<file path="config.mk">
export PLATFORM = sky130hd
export DESIGN_NAME = uart_rx_core
export DESIGN_NICKNAME = d
export VERILOG_FILES = /design/src/rtl/uart_rx_core.sv
export SDC_FILE = /design/constraint.sdc
export NUM_CORES = 1
export LEC_CHECK = 0
export ABC_AREA = 1
export ABC_CLOCK_PERIOD_IN_PS = 1400
export CORE_ASPECT_RATIO = 1.2
export CORE_MARGIN = 3
export CORE_UTILIZATION = 49
export CTS_CLUSTER_SIZE = 12
export DETAILED_ROUTE_END_ITERATION = 6
export PLACE_DENSITY_LB_ADDON = 0.08
export SLEW_MARGIN = 20
export SYNTH_ARGS = -nofsm -noshare
export SYNTH_HDL_FRONTEND = slang
export SYNTH_SLANG_ARGS = --single-unit
</file>
<file path="constraint.sdc">
create_clock -name inp_clk -period 1.4 [get_ports inp_clk]
set_clock_uncertainty 0.1 [all_clocks]
set_input_delay 0.42 -clock inp_clk [delete_from_list [all_inputs] [get_ports inp_clk]]
set_output_delay 0.42 -clock inp_clk [all_outputs]
set_load 0.005 [all_outputs]
</file>
<file path="src/rtl/uart_rx_core.sv">
// UART receive core: synchronizes rx_in, validates the start bit, mid-bit samples
// DATA_BITS data bits LSB-first and checks the stop bit on OVERSAMPLE x baud ticks.
module uart_rx_core #(
    parameter int DATA_BITS  = 8,
    parameter int OVERSAMPLE = 16
) (
    input  logic                 inp_clk,
    input  logic                 rst,
    input  logic                 baud_tick,
    input  logic                 rx_in,
    output logic [DATA_BITS-1:0] data_out,
    output logic                 data_valid,
    output logic                 frame_err,
    output logic                 busy
);

    localparam int TW = $clog2(OVERSAMPLE);
    localparam int BW = $clog2(DATA_BITS + 1);

    localparam logic [TW-1:0] TICK_ZERO = {TW{1'b0}};
    localparam logic [TW-1:0] TICK_ONE  = TW'(1);
    localparam logic [TW-1:0] TICK_MID  = TW'(OVERSAMPLE / 2 - 1);
    localparam logic [TW-1:0] TICK_LAST = TW'(OVERSAMPLE - 1);
    localparam logic [BW-1:0] BIT_ZERO  = {BW{1'b0}};
    localparam logic [BW-1:0] BIT_ONE   = BW'(1);
    localparam logic [BW-1:0] BIT_LAST  = BW'(DATA_BITS - 1);

    typedef enum logic [2:0] {
        ST_IDLE     = 3'd0,
        ST_START    = 3'd1,
        ST_DATA     = 3'd2,
        ST_STOP     = 3'd3,
        ST_BRK_WAIT = 3'd4
    } state_t;

    state_t                 state_r,      state_s;
    logic [TW-1:0]          tick_cnt_r,   tick_cnt_s;
    logic [BW-1:0]          bit_cnt_r,    bit_cnt_s;
    logic [DATA_BITS-1:0]   shift_r,      shift_s;
    logic [DATA_BITS-1:0]   data_out_r,   data_out_s;
    logic                   data_valid_r, data_valid_s;
    logic                   frame_err_r,  frame_err_s;
    logic                   sync1_r;
    logic                   sync2_r;
    logic                   rx_sync_s;

    assign rx_sync_s  = sync2_r;
    assign data_out   = data_out_r;
    assign data_valid = data_valid_r;
    assign frame_err  = frame_err_r;
    assign busy       = (state_r != ST_IDLE);

    // Two-flop synchronizer on the asynchronous line, running every clock.
    always_ff @(posedge inp_clk) begin
        if (rst) begin
            sync1_r <= 1'b1;
            sync2_r <= 1'b1;
        end else begin
            sync1_r <= rx_in;
            sync2_r <= sync1_r;
        end
    end

    // Next-state and datapath decode; nothing moves without a baud tick.
    always_comb begin
        state_s      = state_r;
        tick_cnt_s   = tick_cnt_r;
        bit_cnt_s    = bit_cnt_r;
        shift_s      = shift_r;
        data_out_s   = data_out_r;
        frame_err_s  = frame_err_r;
        data_valid_s = 1'b0;
        if (baud_tick) begin
            case (state_r)
                ST_IDLE: begin
                    if (!rx_sync_s) begin
                        state_s    = ST_START;
                        tick_cnt_s = TICK_ZERO;
                    end else begin
                        state_s    = ST_IDLE;
                    end
                end
                ST_START: begin
                    if (tick_cnt_r == TICK_MID) begin
                        tick_cnt_s = TICK_ZERO;
                        if (!rx_sync_s) begin
                            state_s   = ST_DATA;
                            bit_cnt_s = BIT_ZERO;
                        end else begin
                            state_s   = ST_IDLE;
                        end
                    end else begin
                        tick_cnt_s = tick_cnt_r + TICK_ONE;
                    end
                end
                ST_DATA: begin
                    if (tick_cnt_r == TICK_LAST) begin
                        shift_s    = {rx_sync_s, shift_r[DATA_BITS-1:1]};
                        tick_cnt_s = TICK_ZERO;
                        bit_cnt_s  = bit_cnt_r + BIT_ONE;
                        if (bit_cnt_r == BIT_LAST) begin
                            state_s = ST_STOP;
                        end else begin
                            state_s = ST_DATA;
                        end
                    end else begin
                        tick_cnt_s = tick_cnt_r + TICK_ONE;
                    end
                end
                ST_STOP: begin
                    if (tick_cnt_r == TICK_LAST) begin
                        tick_cnt_s = TICK_ZERO;
                        if (rx_sync_s) begin
                            data_out_s   = shift_r;
                            data_valid_s = 1'b1;
                            frame_err_s  = 1'b0;
                            state_s      = ST_IDLE;
                        end else begin
                            frame_err_s  = 1'b1;
                            state_s      = ST_BRK_WAIT;
                        end
                    end else begin
                        tick_cnt_s = tick_cnt_r + TICK_ONE;
                    end
                end
                ST_BRK_WAIT: begin
                    // A held-low line must release before another frame can start.
                    if (rx_sync_s) begin
                        state_s = ST_IDLE;
                    end else begin
                        state_s = ST_BRK_WAIT;
                    end
                end
                default: begin
                    state_s    = ST_IDLE;
                    tick_cnt_s = TICK_ZERO;
                    bit_cnt_s  = BIT_ZERO;
                end
            endcase
        end else begin
            state_s = state_r;
        end
    end

    // State, counters and registered outputs.
    always_ff @(posedge inp_clk) begin
        if (rst) begin
            state_r      <= ST_IDLE;
            tick_cnt_r   <= TICK_ZERO;
            bit_cnt_r    <= BIT_ZERO;
            shift_r      <= {DATA_BITS{1'b0}};
            data_out_r   <= {DATA_BITS{1'b0}};
            data_valid_r <= 1'b0;
            frame_err_r  <= 1'b0;
        end else begin
            state_r      <= state_s;
            tick_cnt_r   <= tick_cnt_s;
            bit_cnt_r    <= bit_cnt_s;
            shift_r      <= shift_s;
            data_out_r   <= data_out_s;
            data_valid_r <= data_valid_s;
            frame_err_r  <= frame_err_s;
        end
    end

endmodule

</file>
==> results of run 1 <==
## final cells by class
class | count | share of cell area
Multi-Input combinational cell | 133 | 0.435
Tap cell | 33 | 0.0190
Clock buffer | 6 | 0.0190
Sequential cell | 31 | 0.295
Inverter | 24 | 0.0462
Timing Repair Buffer | 47 | 0.185
## layer usage
metal	track usage	wire length, um	part of all wire	up-vias
met5	0	0	0	-
met4	0.128	147	0.035	0
met3	0.0629	195	0.047	19
met2	0.413	2160	0.52	54
met1	0.272	1650	0.40	732
li1	-	-	-	731
## logic make-up (layout without fill, tap and decap cells)
kind of cell             after synthesis  after routing  synth area share
adder cells (fa/ha/maj)                2              2            0.0182
XOR/XNOR                               1              1           0.00637
flip-flops                            31             31             0.451
AO/OA/AOI/OAI                         39             39             0.145
buffers and inverters                 27             77            0.0792
AND/OR/NAND/NOR                       88             91             0.300
## through the flow
step           cells  setup TNS (ns)  hold slack, ns
3_3_place_gp     257          -11.44           0.313
2_1_floorplan    188               0           0.289
4_1_cts          271          -0.620           0.321
3_5_place_dp     257          -11.85           0.298
5_1_grt          274           -2.49           0.329
6_report         274          -0.913           0.324
## flip-flops by register name, indices dropped and copies added (netlist names)
signal	count
rx_sync_s	1
data_valid	1
shift_r	8
sync1_r	1
data_out	8
bit_cnt_r	4
tick_cnt_r	4
frame_err	1
state_r	3
## power by group
part           internal [mW]  switching (mW)
clock                  0.178           0.289
sequential             0.900          0.0158
combinational          0.174           0.231
total                   1.25           0.536
## worst paths after layout
check                              from                  endpoint  cells past startpoint
max          tick_cnt_r[0]$_SDFFE_PP0P_  data_out[5]$_SDFFE_PP0P_                      6
max reg2reg  tick_cnt_r[0]$_SDFFE_PP0P_  data_out[5]$_SDFFE_PP0P_                      6
min                  sync1_r$_SDFF_PP1_      rx_sync_s$_SDFF_PP1_                      1
min reg2reg          sync1_r$_SDFF_PP1_      rx_sync_s$_SDFF_PP1_                      1
## cells in the final DEF, fill, tap and decap left out, drive strengths merged
master,count
a21oi,15
buf,35
clkbuf,12
clkdlybuf4s15,3
clkdlybuf4s50,2
dfxtp,31
dlygate4sd2,1
ha,2
inv,24
nand2,36
nand3,27
nand4,1
nor2,22
nor3,2
nor3b,1
o21a,1
o21ai,22
o22ai,1
or2,2
xnor2,1
## timing repair
item                       CTS  global route
pin swaps                   13            15
setup buffers                5             4
gates cloned                 3             0
hold buffers                 0             0
resized for setup           79            53
setup endpoints to repair   37            36
## worst max-delay path, delay by kind of cell (launching register included)
family | cells | cell delay [ns]
AO/OA/AOI/OAI | 1 | 0.14
buffers and inverters | 1 | 0.16
adder cells (fa/ha/maj) | 1 | 0.15
AND/OR/NAND/NOR | 3 | 0.47
flip-flops | 1 | 0.38
==> results.sh, run 1 <==
export IMPL_wl_per_cell_um=15.2
export IMPL_multi_input_area_um2=943
export IMPL_core_area_um2=2600
export IMPL_power_mw=1.79
export IMPL_yosys_area_top_type="dfxtp_1"
export IMPL_ff2ff_setup_slack_ns=-0.1
export IMPL_drt_iter0_markers=53
export IMPL_power_density_nw_per_um2=824
export IMPL_path_clk_slew_ns=0.10
export IMPL_die_w_um=54.4
export IMPL_cpMaxStageDelayCell="dfxtp_4"
export IMPL_dp_hpwl_um=2260
export IMPL_diodes=0
export IMPL_grt_usage=0.246
export IMPL_cts_max_level=2
export IMPL_synth_edff_count=0
export IMPL_final_hold_viol_count=0
export IMPL_cp_data_required_time_ns=1.55
export IMPL_vias_per_cell=5.61
export IMPL_cts_root_buf="clkbuf_4"
export IMPL_setup_viol=18
export IMPL_violations="setup timing"
export IMPL_fillers=158
export IMPL_design_area_um2=2170
export IMPL_syn_to_final_growth_pct=57.7
export IMPL_maxCapViolCount=0
export IMPL_hold_path_class="flop to flop"
export IMPL_final_util=0.833
export IMPL_antenna_found_initial=0
export IMPL_async_reset_ff_frac=0
export IMPL_syn_area_um2=1380
export IMPL_synth_distinct_cells=23
export IMPL_clk_latency_ns=0.33
export IMPL_synth_seq_cells=31
export IMPL_path_max_fanout=6
export IMPL_dp_slack_ns=-0.524
export IMPL_overflow=0
export IMPL_critPathKind="flop to flop"
export IMPL_period_share=1.07
export IMPL_syn_inst=188
export IMPL_post_route_min_period_ns=1.50
export IMPL_yosys_warnings=0
export IMPL_p_leak_nw=0.869
export IMPL_crit_arrival_ns=1.65
export IMPL_synth_nets=194
export IMPL_vias=1536
export IMPL_ys_seq_area_frac=0.451
export IMPL_clock_sinks=31
export IMPL_start_util=0.528
export IMPL_cp_end_kind="flop"
export IMPL_vdd_ir_drop_worst_mv=0.861
export IMPL_drv_slew=0
export IMPL_crit_top_cell="nand3_4"
export IMPL_drive_above_1_share=0.498
export IMPL_drc=0
export IMPL_cts_tree="done"
export IMPL_startpoint_type="flop"
export IMPL_seq_area_um2=641
export IMPL_grt_pass1_vias=1442
export IMPL_crit_chain="ha_4, nand3_4, nor3_4, buf_12, nand3_4, o21ai_1"
export IMPL_grt_pass1_wl_um=6270
export IMPL_synth_most_common_cell="dfxtp_1"
export IMPL_synthTopCellsByArea="dfxtp_1 45%, nand3_1 9.1%, nand2_1 8.2%, o21ai_0 6.9%, inv_1 5.7%"
export IMPL_grt_max_degree=17
export IMPL_cts_buffers=5
export IMPL_yosysTopAreaCellShare=0.451
export IMPL_dpl_cell_area_um2=1760
export IMPL_die_h_um=64.0
export IMPL_io_buffers=14
export IMPL_postSynthAreaPerCell_um2=7.31
export IMPL_ios=15
export IMPL_status="finished, violations left"
export IMPL_relSlewSlack=0.831
export IMPL_routabilityCongestion=0.823
export IMPL_clock_fmax_mhz=667
export IMPL_drtAntennaViolNets=0
export IMPL_die_area_um2=3480
export IMPL_grt_setup_unrepaired="yes"
export IMPL_critical_path_max_stage_delay_ns=0.38
export IMPL_final_nets=248
export IMPL_drt_pass1_iter_count=4
export IMPL_setup_ws_ns=-0.0996
export IMPL_rows=20
export IMPL_clockBufferDepth=2
export IMPL_tightestPinTransition_ns=0.251
export IMPL_yosys_most_used_dff="dfxtp_1"
export IMPL_wl_um=4160
export IMPL_synth_common_cells="31 x dfxtp_1, 30 x nand2_1, 25 x nand3_1"
No activity file was read; power rests on OpenSTA's default activity.
==> inputs of run 2 (changes only) <==
CTS_CLUSTER_SIZE = 25   (was 12)
==> results of run 2 <==
Final layout, timing and power as in run 1 (identical DEF).
